### src/rtl/wb_port_arbiter_if.sv
// Writeback arbiter bus: two requester ports, hold, scoreboard
// query/issue lines and the registered register-file write port.
interface wb_port_arbiter_if #(
  parameter int N = 32
);
  logic         a_valid;
  logic [4:0]   a_rd;
  logic [N-1:0] a_data;
  logic         a_ready;
  logic         b_valid;
  logic [4:0]   b_rd;
  logic [N-1:0] b_data;
  logic         b_ready;
  logic         wb_hold;
  logic         issue_valid;
  logic [4:0]   issue_rd;
  logic [4:0]   rs1;
  logic [4:0]   rs2;
  logic         busy_rs1;
  logic         busy_rs2;
  logic         regWrite;
  logic [4:0]   wr_rd;
  logic [N-1:0] wr_data;

  modport master (
    output a_valid, a_rd, a_data,
    input  a_ready,
    output b_valid, b_rd, b_data,
    input  b_ready,
    output wb_hold, issue_valid, issue_rd,
    output rs1, rs2,
    input  busy_rs1, busy_rs2,
    input  regWrite, wr_rd, wr_data
  );

  modport slave (
    input  a_valid, a_rd, a_data,
    output a_ready,
    input  b_valid, b_rd, b_data,
    output b_ready,
    input  wb_hold, issue_valid, issue_rd,
    input  rs1, rs2,
    output busy_rs1, busy_rs2,
    output regWrite, wr_rd, wr_data
  );
endinterface

### src/rtl/wb_port_arbiter.sv
// Round-robin arbiter sharing the register file write port between
// port A (ALU) and port B (multi-cycle/load). Ports: clk, rst (async,
// active-high), bus (wb_port_arbiter_if.slave): a_*/b_* valid/rd/data
// with combinational ready, wb_hold, registered regWrite/wr_rd/wr_data.
// Optional RAW scoreboard (issue_*, rs1/rs2 -> busy_rs1/busy_rs2) is
// built only when WB_SCOREBOARD_EN is defined; otherwise busy_* = 0.
module wb_port_arbiter #(
  parameter int N = 32
) (
  input logic            clk,
  input logic            rst,
  wb_port_arbiter_if.slave bus
);

  typedef enum logic {
    PRI_A = 1'b0,
    PRI_B = 1'b1
  } rr_t;

  rr_t          rr, rr_d;
  logic         gnt_a, gnt_b, acc;
  logic [4:0]   acc_rd;
  logic [N-1:0] acc_data;
  logic         acc_we;

  logic         we_q;
  logic [4:0]   rd_q;
  logic [N-1:0] data_q;

  // Ready is forced low during reset; hold blocks every grant.
  always_comb begin
    gnt_a = 1'b0;
    gnt_b = 1'b0;
    if (!rst && !bus.wb_hold) begin
      if (bus.a_valid && (!bus.b_valid || rr == PRI_A))
        gnt_a = 1'b1;
      else if (bus.b_valid)
        gnt_b = 1'b1;
    end
  end

  always_comb begin
    acc      = gnt_a | gnt_b;
    acc_rd   = gnt_b ? bus.b_rd : bus.a_rd;
    acc_data = gnt_b ? bus.b_data : bus.a_data;
    // Writes to x0 are consumed but never reach the register file.
    acc_we   = acc && (acc_rd != 5'd0);
  end

  always_comb begin
    rr_d = rr;
    unique case (1'b1)
      gnt_a:   rr_d = PRI_B;
      gnt_b:   rr_d = PRI_A;
      default: rr_d = rr;
    endcase
  end

  always_ff @(posedge clk or posedge rst) begin
    if (rst) rr <= PRI_A;
    else     rr <= rr_d;
  end

  always_ff @(posedge clk or posedge rst) begin
    if (rst) begin
      we_q   <= 1'b0;
      rd_q   <= 5'd0;
      data_q <= '0;
    end else begin
      we_q <= acc_we;
      if (acc_we) begin
        rd_q   <= acc_rd;
        data_q <= acc_data;
      end
    end
  end

  assign bus.a_ready  = gnt_a;
  assign bus.b_ready  = gnt_b;
  assign bus.regWrite = we_q;
  assign bus.wr_rd    = rd_q;
  assign bus.wr_data  = data_q;

`ifdef WB_SCOREBOARD_EN
  logic [31:0] busy, busy_d;

  // Clear on accept, then set on issue: a same-rd issue is newer.
  always_comb begin
    busy_d = busy;
    if (acc)
      busy_d[acc_rd] = 1'b0;
    if (bus.issue_valid)
      busy_d[bus.issue_rd] = 1'b1;
    busy_d[0] = 1'b0;
  end

  always_ff @(posedge clk or posedge rst) begin
    if (rst) busy <= '0;
    else     busy <= busy_d;
  end

  // The regWrite term covers the cycle before the write lands.
  assign bus.busy_rs1 = busy[bus.rs1] |
    (we_q && rd_q == bus.rs1 && bus.rs1 != 5'd0);
  assign bus.busy_rs2 = busy[bus.rs2] |
    (we_q && rd_q == bus.rs2 && bus.rs2 != 5'd0);
`else
  logic unused_sb;
  assign unused_sb = ^{bus.issue_valid, bus.issue_rd,
                       bus.rs1, bus.rs2};
  assign bus.busy_rs1 = 1'b0;
  assign bus.busy_rs2 = 1'b0;
`endif

endmodule
### src/flat_wrapper.sv
// flat-port wrapper written by rule: the top's interface ports become plain ports
module wb_port_arbiter_flat 
#(
  parameter int N = 32
)
  (clk, rst, bus_a_valid, bus_a_rd, bus_a_data, bus_a_ready, bus_b_valid, bus_b_rd, bus_b_data, bus_b_ready, bus_wb_hold, bus_issue_valid, bus_issue_rd, bus_rs1, bus_rs2, bus_busy_rs1, bus_busy_rs2, bus_regWrite, bus_wr_rd, bus_wr_data);
  wb_port_arbiter_if #(.N(N)) bus_i ();
  input logic clk;
  input logic rst;
  input wire logic [$bits(bus_i.a_valid)-1:0] bus_a_valid;
  input wire logic [$bits(bus_i.a_rd)-1:0] bus_a_rd;
  input wire logic [$bits(bus_i.a_data)-1:0] bus_a_data;
  output wire logic [$bits(bus_i.a_ready)-1:0] bus_a_ready;
  input wire logic [$bits(bus_i.b_valid)-1:0] bus_b_valid;
  input wire logic [$bits(bus_i.b_rd)-1:0] bus_b_rd;
  input wire logic [$bits(bus_i.b_data)-1:0] bus_b_data;
  output wire logic [$bits(bus_i.b_ready)-1:0] bus_b_ready;
  input wire logic [$bits(bus_i.wb_hold)-1:0] bus_wb_hold;
  input wire logic [$bits(bus_i.issue_valid)-1:0] bus_issue_valid;
  input wire logic [$bits(bus_i.issue_rd)-1:0] bus_issue_rd;
  input wire logic [$bits(bus_i.rs1)-1:0] bus_rs1;
  input wire logic [$bits(bus_i.rs2)-1:0] bus_rs2;
  output wire logic [$bits(bus_i.busy_rs1)-1:0] bus_busy_rs1;
  output wire logic [$bits(bus_i.busy_rs2)-1:0] bus_busy_rs2;
  output wire logic [$bits(bus_i.regWrite)-1:0] bus_regWrite;
  output wire logic [$bits(bus_i.wr_rd)-1:0] bus_wr_rd;
  output wire logic [$bits(bus_i.wr_data)-1:0] bus_wr_data;
  assign bus_i.a_valid = bus_a_valid;
  assign bus_i.a_rd = bus_a_rd;
  assign bus_i.a_data = bus_a_data;
  assign bus_a_ready = bus_i.a_ready;
  assign bus_i.b_valid = bus_b_valid;
  assign bus_i.b_rd = bus_b_rd;
  assign bus_i.b_data = bus_b_data;
  assign bus_b_ready = bus_i.b_ready;
  assign bus_i.wb_hold = bus_wb_hold;
  assign bus_i.issue_valid = bus_issue_valid;
  assign bus_i.issue_rd = bus_issue_rd;
  assign bus_i.rs1 = bus_rs1;
  assign bus_i.rs2 = bus_rs2;
  assign bus_busy_rs1 = bus_i.busy_rs1;
  assign bus_busy_rs2 = bus_i.busy_rs2;
  assign bus_regWrite = bus_i.regWrite;
  assign bus_wr_rd = bus_i.wr_rd;
  assign bus_wr_data = bus_i.wr_data;
  wb_port_arbiter #(.N(N)) u_core (.clk(clk), .rst(rst), .bus(bus_i));
endmodule
### config.mk
export PLATFORM = sky130hd
export DESIGN_NAME = wb_port_arbiter_flat
export DESIGN_NICKNAME = d
export VERILOG_FILES = /design/src/rtl/wb_port_arbiter_if.sv /design/src/rtl/wb_port_arbiter.sv /design/src/flat_wrapper.sv
export SDC_FILE = /design/constraint.sdc
export NUM_CORES = 1
export LEC_CHECK = 0
export BUFFER_PORTS_ARGS = -buffer_cell sky130_fd_sc_hd__buf_2
export CAP_MARGIN = 10
export CORE_ASPECT_RATIO = 1.5
export CORE_MARGIN = 5
export CORE_UTILIZATION = 30
export DETAILED_ROUTE_END_ITERATION = 10
export HOLD_SLACK_MARGIN = 0.1
export PLACE_DENSITY = 0.6
export SETUP_SLACK_MARGIN = 0.05
export SKIP_LAST_GASP = 1
export SLEW_MARGIN = 20
export SYNTH_ARGS = -nofsm -noshare
export SYNTH_HDL_FRONTEND = slang
export SYNTH_SLANG_ARGS = --single-unit
### constraint.sdc
create_clock -name clk -period 2.45 [get_ports clk]
set_input_delay 0.49 -clock clk [delete_from_list [all_inputs] [get_ports clk]]
set_output_delay 0.49 -clock clk [all_outputs]
set_load 0.02 [all_outputs]
* Word level (Yosys, flattened, before mapping)
Index checks and enable logic that the tools add are counted.
** Word-level totals
- Flip-flop bits (word level) :: 39
- Input bits :: 95
- Output and inout bits :: 42
- Logic and storage cells :: 23
** Cells by class
- Mux-type cells :: 8
- Bitwise gates (word level) :: 2
- Reduce and logical (&&, ||, !) cells :: 9
** Operator list (number)
- $mux W32 :: 1
- $mux W1 :: 5
- $mux W5 :: 1
- $reduce_bool A5 Y1 :: 1
- $logic_and A1 B1 Y1 :: 3
- $logic_not A1 Y1 :: 3
- $pmux W1 S2 :: 1
- $reduce_bool A2 Y1 :: 1
- $logic_or A1 B1 Y1 :: 1
- $not A1 Y1 :: 1
- $or A1 B1 Y1 :: 1

* Logic depth before layout (Yosys ltp)
- Word-level depth :: 8
- Mapped depth :: 6
- Depth with buffers taken out :: 5

* Worst setup path after synthesis
No wires, ideal clock.
- Path kind :: input to register
- From :: input bus_a_rd[1]
- To :: register u_core.data_q[5], in the netlist u_core.bus.wr_data[5]
- Setup time :: 0.136 ns
- Data arrival time :: 1.746 ns
- Data required time :: 2.314 ns
- Path slack :: 0.568 ns
- Cell stages on the path :: 6
- Path buffers :: 2
- Path through :: or4_4 > a211oi_2 > nand2b_1 > buf_4 > buf_6 > a221oi_2
** On the way
- Longest elaborated chain between the ends :: 3
** RTL lines
- start, declared :: RTL line flat_wrapper.sv:11 : input wire logic [$bits(bus_i.a_rd)-1:0] bus_a_rd;
- $mux W5 :: RTL line wb_port_arbiter.sv:44 : acc_rd = gnt_b ? bus.b_rd : bus.a_rd;
- $reduce_bool A5 Y1 :: RTL line wb_port_arbiter.sv:47 : acc_we = acc && (acc_rd != 5'd0);
- $logic_and A1 B1 Y1 :: RTL line wb_port_arbiter.sv:47
- end signal, assigned :: RTL line wb_port_arbiter.sv:73 : data_q <= acc_data;
- end, declared :: RTL line wb_port_arbiter.sv:28 : logic [N-1:0] data_q;
Every way passes these cells.
A chain may end at the register's enable or synchronous reset.

* Final worst setup path
- From :: input bus_a_rd[1]
- To :: register u_core.rd_q[4], in the netlist u_core.bus.wr_rd[4]
** On the way
- Longest elaborated chain between the ends :: 3
** RTL lines
- $mux W5 :: RTL line wb_port_arbiter.sv:44
- $reduce_bool A5 Y1 :: RTL line wb_port_arbiter.sv:47
- $logic_and A1 B1 Y1 :: RTL line wb_port_arbiter.sv:47
- end signal, assigned :: RTL line wb_port_arbiter.sv:72 : rd_q <= acc_rd;
- end, declared :: RTL line wb_port_arbiter.sv:27 : logic [4:0] rd_q;
Every way passes these cells.

==> impl_metrics.csv <==
group,metric,value,unit
clocking,cts.sinks,39,
setup_path,cp.arrival,2.01,ns
yosys,dominantRegCellSynth,"dfrtp_1",
grt,grt_pass1_vias,2334,
yosys,async_reset_ff_frac,1.00,
yosys,yosys_warnings,0,
floorplanning,die_x,83.3,um
layout,fillers,794,
sta,hold_violations,0,
grt,grt_pass1_wl,11100,um
sta,rsz0062_at_grt,"false",
yosys,ys_seq_elements,39,
yosys,syn_avg_cell_area,10.8,um2
layout,drive_gt1_frac,0.494,
hold_path,hold_class,"in2async",
sta,drv_slew,0,
detailed_routing,routedWlPerCell,14.4,um
clocking,hold_buffers,0,
floorplanning,io_pins,137,
floorplanning,initial_core_util,0.304,
yosys,synth_edf_count,0,
setup_path,crit_fanout,16,
sta,setup_violations,0,
power,ir_worst_vdd,0.243,mV
place,placed_area,3120,um2
clocking,clkTransAtPathRegs,0.06,ns
yosys,synth-seq-area-share,0.404,
grt,antenna_found_initial,1,
clocking,postCtsSetupRepairBufs,0,
power,total_leakage_power,1.58,nW
floorplanning,row_count,40,
sta,slew_headroom,0.486,
floorplanning,die_area,9990,um2
sta,post-route-period-util,0.759,
sta,worst_pin_slew,0.766,ns
detailed_routing,drc,0,
layout,layout_commonest_cell,"buf_2",
sta,tns,0,ns
layout,stdcell_area,3270,um2
clocking,cts_resized,0,
clocking,cts-root-buf,"clkbuf_16",
clocking,numCtsBuffers,5,
layout,mostFrequentLayoutCells,"118 x buf_2, 39 x dfrtp_1, 36 x nor2_1, 36 x inv_1, 35 x mux2i_1",
clocking,cts_buffer_depth,2,
layout,area_delta_synth_final,35.2,%
layout,num_antenna_cells,0,
place,dp_cells,442,
flow_run,max_cap_violations,0,
setup_path,crit_type,"in2reg",
clocking,htree_levels,2,
detailed_routing,routed_wl,6470,um
sta,period_needed,1.86,ns
setup_path,critPathRequiredTime,2.60,ns
yosys,yosysUniqueCellTypes,28,
place,portBuffers,118,
sta,fmax,538,MHz
layout,layout.cells.non_filler,449,
place,place_hpwl,4950,um
floorplanning,core_area,7960,um2
setup_path,worstSetupStartpointType,"input pin",
setup_path,end_kind,"register",
detailed_routing,first_pass_iters,4,
detailed_routing,vias,2113,
setup_path,rrSetupSlack,0.86,ns
detailed_routing,drt_first_iter_violations,62,
grt,grt_use_total,0.135,
layout,nNetsFinal,439,
grt,grt_start_max_net_pins,22,
detailed_routing,drtAntennaViolNets,0,
grt,grt_overflow_total,0,
detailed_routing,avgViaCountPerCell,4.71,
yosys,syn_inst,223,
sta,fin_skew,0.00420,ns
outcome,outcome,"complete, no violations",
floorplanning,die_y,120,um
clocking,tritoncts,"yes",
place,place_congestion,0.766,
yosys,syn_area,2420,um2
clocking,clock_latency,0.27,ns
power,total_power,2.17,mW
power,p_per_area,665,nW/um2
-- logic make-up (layout without fill, tap and decap cells) --
family	after synthesis	after routing	share of synthesized area
compound gates	47	47	0.239
buf+inv	53	173	0.114
flops	39	39	0.404
mux	35	35	0.145
other cells	1	2	0.00155
simple gates	48	48	0.0963
-- per-stage QoR --
step / util / setup slack [ns] / hold slack, ns
final: 0.411 / 0.590 / 0.289
after global placement: 0.392 / 0.315 / 0.507
after CTS: 0.411 / 0.583 / 0.319
after global routing: 0.411 / 0.531 / 0.350
after floorplan: - / 0.568 / 0.484
after detailed placement: 0.392 / 0.289 / 0.523
-- cell type report --
| cell class | count | area (um2) | area share |
|---|---|---|---|
| clock buffer | 6 | 139 | 0.0425 |
| inverter | 38 | 143 | 0.0437 |
| tap | 105 | 131 | 0.0402 |
| timing repair buffer | 128 | 703 | 0.215 |
| multi-input combinational | 132 | 1170 | 0.358 |
| sequential | 39 | 976 | 0.299 |
| clock inverter | 1 | 5.00 | 0.00153 |
-- path summary, 6_finish.rpt --
kind,cells after the start,end,from
max,6,u_core.bus.wr_rd[4],bus_a_rd[1]
min,2,u_core.bus.wr_data[26],rst
max reg2reg,5,u_core.bus.wr_rd[4],u_core.rr
min reg2reg,1,u_core.rr,u_core.rr
min in group clk,3,u_core.bus.wr_data[25],bus_a_data[25]
max in group asynchronous,3,u_core.bus.wr_data[4],rst
-- sequential cells by signal (all words and copies together) (netlist names) --
name / flops
u_core.bus.wr_data: 32
u_core.rr: 1
u_core.bus.regWrite: 1
u_core.bus.wr_rd: 5
-- layer usage --
metal / track usage / share of wire / vias to the layer above
met3: 0.0316 / 0.064 / 8
met4: 0.0419 / 0.013 / 2
li1: - / - / 1038
met5: 0 / 0.0017 / -
met1: 0.157 / 0.40 / 995
met2: 0.243 / 0.52 / 70
-- report_power, final --
group	internal, mW	total [mW]	switching, mW
Clock	0.397	0.638	0.241
Sequential	0.767	0.856	0.0894
Combinational	0.293	0.677	0.385
Total	1.46	2.17	0.715
-- cell usage after synthesis, types with 3 or more instances --
cell	n	area, um2
mux2i_1	35	350
buf_2	5	25.0
a211oi_1	6	45.0
inv_1	37	139
a221oi_2	27	405
a221oi_1	5	43.8
buf_6	5	56.3
buf_4	3	22.5
dfrtp_1	39	976
nor2_1	36	135
nand2_1	3	11.3
-- critical path, cell delays in order --
cell and delay, ns:
buf_2 0.10, or4_4 0.56, a211oi_2 0.24, nand2b_2 0.19
buf_4 0.28, a211oi_1 0.12
No activity file was read; power rests on OpenSTA's default activity.
